<file path="src/rtl/sap1_pkg.sv">
// Shared constants for the SAP-1 CPU: opcodes, sequencer states and the fixed program image.
package sap1_pkg;

  localparam logic [3:0] OP_LDA = 4'h0;
  localparam logic [3:0] OP_ADD = 4'h1;
  localparam logic [3:0] OP_SUB = 4'h2;
  localparam logic [3:0] OP_OUT = 4'hE;
  localparam logic [3:0] OP_HLT = 4'hF;

  localparam int unsigned NUM_T_STATES = 6;

  typedef enum logic [2:0] {
    T0 = 3'd0,
    T1 = 3'd1,
    T2 = 3'd2,
    T3 = 3'd3,
    T4 = 3'd4,
    T5 = 3'd5
  } tstate_e;

  // Program: A = 0xF0 + 0x20 - 0x30 = 0xE0 (mod 256), then OUT and HLT.
  function automatic logic [7:0] prog_image(input logic [3:0] addr);
    logic [7:0] data;
    unique case (addr)
      4'h0:    data = 8'h09;
      4'h1:    data = 8'h1A;
      4'h2:    data = 8'h2B;
      4'h3:    data = 8'hE0;
      4'h4:    data = 8'hF0;
      4'h9:    data = 8'hF0;
      4'hA:    data = 8'h20;
      4'hB:    data = 8'h30;
      default: data = 8'h00;
    endcase
    return data;
  endfunction

endpackage

</file>
<file path="src/rtl/sap1_alu.sv">
// Combinational 8-bit adder/subtractor; results wrap mod 256 with no flags.
module sap1_alu
  import sap1_pkg::*;
(
  input  logic [7:0] i_a,
  input  logic [7:0] i_b,
  input  logic       i_sub,
  output logic [7:0] o_result
);

  always_comb begin
    o_result = i_sub ? (i_a - i_b) : (i_a + i_b);
  end

endmodule

</file>
<file path="src/rtl/sap1_cpu.sv">
// SAP-1 CPU tile top: 6-T-state sequencer, 16x8 RAM loaded on reset, A/B/OUT registers.
module sap1_cpu
  import sap1_pkg::*;
(
  input  logic       clk,
  input  logic       rst,
  input  logic       ena,
  input  logic [7:0] ui_in,
  input  logic [7:0] uio_in,
  output logic [7:0] uo_out,
  output logic [7:0] uio_out,
  output logic [7:0] uio_oe
);

  logic [3:0] r_pc;
  logic [3:0] r_mar;
  logic [7:0] r_ir;
  logic [7:0] r_a;
  logic [7:0] r_b;
  logic [7:0] r_out;
  logic       r_halted;
  tstate_e    r_t;
  logic [7:0] r_ram [16];

  logic [7:0] w_ram_data;
  logic [3:0] w_opcode;
  logic [7:0] w_alu_result;
  logic       w_unused;

  assign w_ram_data = r_ram[r_mar];
  assign w_opcode   = r_ir[7:4];
  // Tile inputs carry no function in this design.
  assign w_unused   = &{1'b0, ena, ui_in, uio_in};

  sap1_alu u_alu (
    .i_a      (r_a),
    .i_b      (r_b),
    .i_sub    (w_opcode == OP_SUB),
    .o_result (w_alu_result)
  );

  always_ff @(posedge clk) begin
    if (rst) begin
      r_pc     <= 4'h0;
      r_mar    <= 4'h0;
      r_ir     <= 8'h00;
      r_a      <= 8'h00;
      r_b      <= 8'h00;
      r_out    <= 8'h00;
      r_halted <= 1'b0;
      r_t      <= T0;
      for (int i = 0; i < 16; i++) begin
        r_ram[i] <= prog_image(4'(i));
      end
    end else if (!r_halted) begin
      unique case (r_t)
        T0: begin
          r_mar <= r_pc;
          r_t   <= T1;
        end
        T1: begin
          r_pc <= r_pc + 4'd1;
          r_t  <= T2;
        end
        T2: begin
          r_ir <= w_ram_data;
          r_t  <= T3;
        end
        T3: begin
          unique case (w_opcode)
            OP_LDA, OP_ADD, OP_SUB: r_mar    <= r_ir[3:0];
            OP_OUT:                 r_out    <= r_a;
            OP_HLT:                 r_halted <= 1'b1;
            default: ;
          endcase
          r_t <= T4;
        end
        T4: begin
          unique case (w_opcode)
            OP_LDA:         r_a <= w_ram_data;
            OP_ADD, OP_SUB: r_b <= w_ram_data;
            default: ;
          endcase
          r_t <= T5;
        end
        T5: begin
          if (w_opcode == OP_ADD || w_opcode == OP_SUB) begin
            r_a <= w_alu_result;
          end
          r_t <= T0;
        end
        default: r_t <= T0;
      endcase
    end
  end

  assign uo_out  = r_out;
  assign uio_out = {r_pc, r_halted, r_t};
  assign uio_oe  = 8'hFF;

endmodule

</file>
<file path="config.mk">
export PLATFORM = sky130hd
export DESIGN_NAME = sap1_cpu
export DESIGN_NICKNAME = d
export VERILOG_FILES = /design/src/rtl/sap1_pkg.sv /design/src/rtl/sap1_alu.sv /design/src/rtl/sap1_cpu.sv
export SDC_FILE = /design/constraint.sdc
export NUM_CORES = 1
export LEC_CHECK = 0
export ABC_AREA = 1
export CAP_MARGIN = 20
export CORE_UTILIZATION = 25
export DETAILED_ROUTE_END_ITERATION = 8
export PLACE_DENSITY_LB_ADDON = 0.2
export SLEW_MARGIN = 20
export SYNTH_ARGS = -nofsm -noshare
export SYNTH_HDL_FRONTEND = slang
export SYNTH_HIERARCHICAL = 1
export SYNTH_SLANG_ARGS = --single-unit
</file>
<file path="constraint.sdc">
create_clock -name clk -period 2.5 [get_ports clk]
set_clock_uncertainty 0.1 [all_clocks]
set_input_delay 0.25 -clock clk [delete_from_list [all_inputs] [get_ports clk]]
set_output_delay 0.25 -clock clk [all_outputs]
set_load 0.05 [all_outputs]
</file>
==> flow_summary.toml <==
[min_path]
worst_hold_path.num_cells = 1
hold-path-endpoint = "r_pc[3]$_SDFFE_PP0P_"
worstHoldStart = "r_pc[3]$_SDFFE_PP0P_"
worstHoldPathType = "reg -> reg"

[run]
cap_viol_max_count = 0

[placement]
numPlacedInstances = 544
dp_hpwl_um = 4300
area_after_dpl_mm2 = 0.00291
port_buffers = 17
place.gp.congestion = 0.799

[floorplanning]
die_area_mm2 = 0.0107
fp.dieW_um = 103
initial_utilization_pct = 26.1
boundaryPins = 43
die_height_um = 103
floorplan.rows = 36
floorplan.core_area_mm2 = 0.00986

[final_layout]
design.final.nets = 454
area_growth_pct = 23.8
layoutNonFillerInstCount = 556
post_route_cells_drive_above_1_share_pct = 12.8
final_cell_area_mm2 = 0.00319
antenna_cells_inserted = 0

[sta]
fin_worst_hold_slack_ns = 0.383
setup_viol = 0
timing_max_transition_violations_final = 0
rsz_0062_raised_after_global_routing = "yes"
max_freq_mhz = 422
finalWorstPathRequiredPeriod_ns = 2.37
timing.final.crit_share_pct = 94.7
report.final.hold_viol_count = 0
worstMarginPinSlew_ns = 0.589
max_slew_margin_pct = 60.6

[critical_path]
r2r_start = "r_ir[4]$_SDFFE_PP0P_"
worst_r2r_endpoint = "r_a[6]$_SDFFE_PP0P_"
worst_ep_required_time_ns = 2.61
worst-path-buf-inv = 4
crit_family = "simple AND/OR/NAND/NOR gates"
critPathMaxFanout = 7
cp.arrival_ns = 2.47
worst_r2r_path_depth = 18
crit_path_top_delay_cell = "sky130_fd_sc_hd__dfxtp_2"
worst_path_largest_cell_delay_ns = 0.34
crit_type = "reg -> reg"
worst_path_cell_chain = "inv_2 > nand2_2 > nor2_2 > buf_6 > inv_4 > nand2_4 > o21ai_2 > xor2_1 > inv_1 > ha_4 > nand2_2 > or2_4 > nand4_1 > nand2_1 > nand2_1 > nand2_1 > nor2_1 > nor2_1"
rrSetupSlack_ns = 0.13
critical_path.most_common_cell = "sky130_fd_sc_hd__nand2_1"
startpoint_type = "register"
critPathCaptureType = "register"

[synthesis]
ys.warnings.count = 6
syn-instance-count = 393
syn_area_per_cell_um2 = 6.55
netlist_area_mm2 = 0.00257
netlist-cell-type-count = 32
seq_area_frac_synth_pct = 34.2
ys_seq_elements = 44

[global_routing]
grt_pass1_wl_um = 9920
grt.total_usage_pct = 12.1
first_global_vias = 2106
antenna_found_initial = 0
grt_overflow = 0
largest_net_degree_at_the_start_of_global_routing = 27

[power]
power-per-cell-area_mw_per_mm2 = 576
power.ir.vdd_worst_mv = 0.227
p_leak_nw = 1.48

[status]
status = "completed"

[detailed_routing]
dr.first_iter.drc_count = 71
drt-total-wl_um = 6090
route.detailed.drc = 0
average_routed_wire_per_standard_cell_um = 11.0
drt.antenna.violating_nets = 0
drt-pass1-iter-count = 4
routed_via_density = 4.25
vias = 2364

[clocking]
cts_hold_buffers = 0
ctsLongestPathBuffers = 2
cts_tree = "yes"
clockRootBuffer = "sky130_fd_sc_hd__clkbuf_8"
worstSkewPairLatency_ns = 0.30
cts_inserted_buffers = 5
cts_sinks = 44
htree_num_levels = 2
path_clk_slew_ns = 0.09
-- worst max path at each step --
stage | start | to | slack [ns] | cells past startpoint
2_1_floorplan | r_ir[4]$_SDFFE_PP0P_ | r_a[6]$_SDFFE_PP0P_ | 0.17 | 17
3_3_place_gp | r_ir[4]$_SDFFE_PP0P_ | r_a[7]$_SDFFE_PP0P_ | 0.05 | 21
3_5_place_dp | r_ir[4]$_SDFFE_PP0P_ | r_a[7]$_SDFFE_PP0P_ | 0.009 | 21
4_1_cts | r_ir[4]$_SDFFE_PP0P_ | r_a[7]$_SDFFE_PP0P_ | 0.03 | 19
5_1_grt | r_ir[4]$_SDFFE_PP0P_ | r_a[6]$_SDFFE_PP0P_ | -0.07 | 18
6_report | r_ir[4]$_SDFFE_PP0P_ | r_a[6]$_SDFFE_PP0P_ | 0.13 | 18
-- cell type report --
cell class,count,area [µm²]
flip-flops and latches,44,882
clock buffers,6,82.6
well taps,133,166
clock inverters,2,38.8
repair buffers,28,269
fillers,1053,6680
multi-input cells,288,1540
inverters,55,209
-- routing by layer --
layer	vias up	wire length (µm)	global-route usage [%]
li1	1260	-	-
met3	7	140	2.22
met5	-	0	0
met1	1067	3140	16.1
met2	30	2700	19.0
met4	0	107	5.96
-- cell families (layout without fill, tap and decap cells) --
| group | after synthesis | count (layout) | synth area share [%] |
|---|---|---|---|
| AOI/OAI and AO/OA | 55 | 55 | 11.1 |
| xor gates and xnor gates | 8 | 8 | 2.72 |
| adders and majority gates | 13 | 13 | 6.61 |
| buffers and inverters | 71 | 91 | 12.1 |
| DFF | 44 | 44 | 34.2 |
| other | 2 | 12 | 0.292 |
| and+or+nand+nor | 200 | 200 | 32.9 |
-- worst reg2reg max path, cell delays in order, from the launching register on --
cell and delay [ns]:
sky130_fd_sc_hd__dfxtp_2 0.34, sky130_fd_sc_hd__inv_2 0.07, sky130_fd_sc_hd__nand2_2 0.06, sky130_fd_sc_hd__nor2_2 0.11, sky130_fd_sc_hd__buf_6 0.14, sky130_fd_sc_hd__inv_4 0.05, sky130_fd_sc_hd__nand2_4 0.07, sky130_fd_sc_hd__o21ai_2 0.06
sky130_fd_sc_hd__xor2_1 0.15, sky130_fd_sc_hd__inv_1 0.09, sky130_fd_sc_hd__ha_4 0.31, sky130_fd_sc_hd__nand2_2 0.05, sky130_fd_sc_hd__or2_4 0.23, sky130_fd_sc_hd__nand4_1 0.09, sky130_fd_sc_hd__nand2_1 0.06, sky130_fd_sc_hd__nand2_1 0.07
sky130_fd_sc_hd__nand2_1 0.05, sky130_fd_sc_hd__nor2_1 0.11, sky130_fd_sc_hd__nor2_1 0.04
-- sequential cells by signal, summed over array words and instances, names as in the netlist, named ones only --
name / cells
r_a: 8
uo_out: 8
r_b: 6
r_ir: 6
r_mar: 4
r_pc: 4
r_t: 3
r_halted: 1
-- through the flow --
stage | TNS [ns] | utilization (%) | total power, mW | setup slack, ns
2_1_floorplan | 0 | - | 1.10 | 0.170
3_3_place_gp | 0 | 29.5 | 1.20 | 0.0491
3_5_place_dp | 0 | 29.5 | 1.20 | 0.00889
4_1_cts | 0 | 30.8 | 1.81 | 0.0311
5_1_grt | -0.0979 | 32.3 | 1.95 | -0.0682
6_report | 0 | 32.3 | 1.83 | 0.132
-- power breakdown --
part	leakage (nW)	internal [mW]	switching, mW
combinational	1.06	0.161	0.303
clock	0.0614	0.327	0.269
sequential	0.358	0.739	0.0349
total	1.48	1.23	0.608
-- layout by cell type (no fill, tap or decap), types with 2 or more instances in the layout --
| cell | n |
|---|---|
| sky130_fd_sc_hd__ha_4 | 4 |
| sky130_fd_sc_hd__dfxtp_1 | 43 |
| sky130_fd_sc_hd__o211ai_1 | 2 |
| sky130_fd_sc_hd__xor2_1 | 7 |
| sky130_fd_sc_hd__clkdlybuf4s50_1 | 17 |
| sky130_fd_sc_hd__nor2_1 | 68 |
| sky130_fd_sc_hd__conb_1 | 12 |
| sky130_fd_sc_hd__clkbuf_8 | 6 |
| sky130_fd_sc_hd__nand2_4 | 4 |
| sky130_fd_sc_hd__nand4_1 | 3 |
| sky130_fd_sc_hd__a21oi_2 | 4 |
| sky130_fd_sc_hd__nand3_1 | 20 |
| sky130_fd_sc_hd__ha_1 | 8 |
| sky130_fd_sc_hd__buf_4 | 9 |
| sky130_fd_sc_hd__inv_2 | 4 |
| sky130_fd_sc_hd__nand2_1 | 87 |
| sky130_fd_sc_hd__nor2_2 | 2 |
| sky130_fd_sc_hd__nand2_2 | 6 |
| sky130_fd_sc_hd__a21oi_1 | 15 |
| sky130_fd_sc_hd__inv_1 | 50 |
| sky130_fd_sc_hd__o21ai_1 | 2 |
| sky130_fd_sc_hd__o21ai_0 | 29 |
| sky130_fd_sc_hd__nor2_4 | 5 |
-- synthesized netlist by cell type --
cell,n,area [µm²]
sky130_fd_sc_hd__a21oi_1,19,95.1
sky130_fd_sc_hd__a21oi_2,1,8.76
sky130_fd_sc_hd__a22oi_1,1,7.51
sky130_fd_sc_hd__and2_1,1,6.26
sky130_fd_sc_hd__buf_1,1,3.75
sky130_fd_sc_hd__buf_2,2,10.0
sky130_fd_sc_hd__buf_4,9,67.6
sky130_fd_sc_hd__buf_6,1,11.3
sky130_fd_sc_hd__clkbuf_1,3,11.3
sky130_fd_sc_hd__conb_1,2,7.51
sky130_fd_sc_hd__dfxtp_1,44,881
sky130_fd_sc_hd__fa_1,1,20.0
sky130_fd_sc_hd__ha_1,12,150
sky130_fd_sc_hd__inv_1,52,195
sky130_fd_sc_hd__inv_2,3,11.3
sky130_fd_sc_hd__nand2_1,93,349
sky130_fd_sc_hd__nand2_2,2,12.5
sky130_fd_sc_hd__nand2_4,2,22.5
sky130_fd_sc_hd__nand3_1,20,100
sky130_fd_sc_hd__nand3_2,1,10.0
sky130_fd_sc_hd__nand3b_1,1,7.51
sky130_fd_sc_hd__nand4_1,3,18.8
sky130_fd_sc_hd__nor2_1,71,267
sky130_fd_sc_hd__nor2_2,1,6.26
sky130_fd_sc_hd__nor2_4,3,33.8
sky130_fd_sc_hd__nor3_1,1,5.00
sky130_fd_sc_hd__o211ai_1,2,15.0
sky130_fd_sc_hd__o21ai_0,30,150
sky130_fd_sc_hd__o21ai_1,2,10.0
sky130_fd_sc_hd__or2_4,1,8.76
sky130_fd_sc_hd__xnor2_1,1,8.76
sky130_fd_sc_hd__xor2_1,7,61.3
-- timing repair --
item	CTS	global route
gates resized for setup	1	29
endpoints found under the setup margin	1	5
pin swaps	0	12
buffers inserted	0	4
No activity file was read; power rests on OpenSTA's default activity.
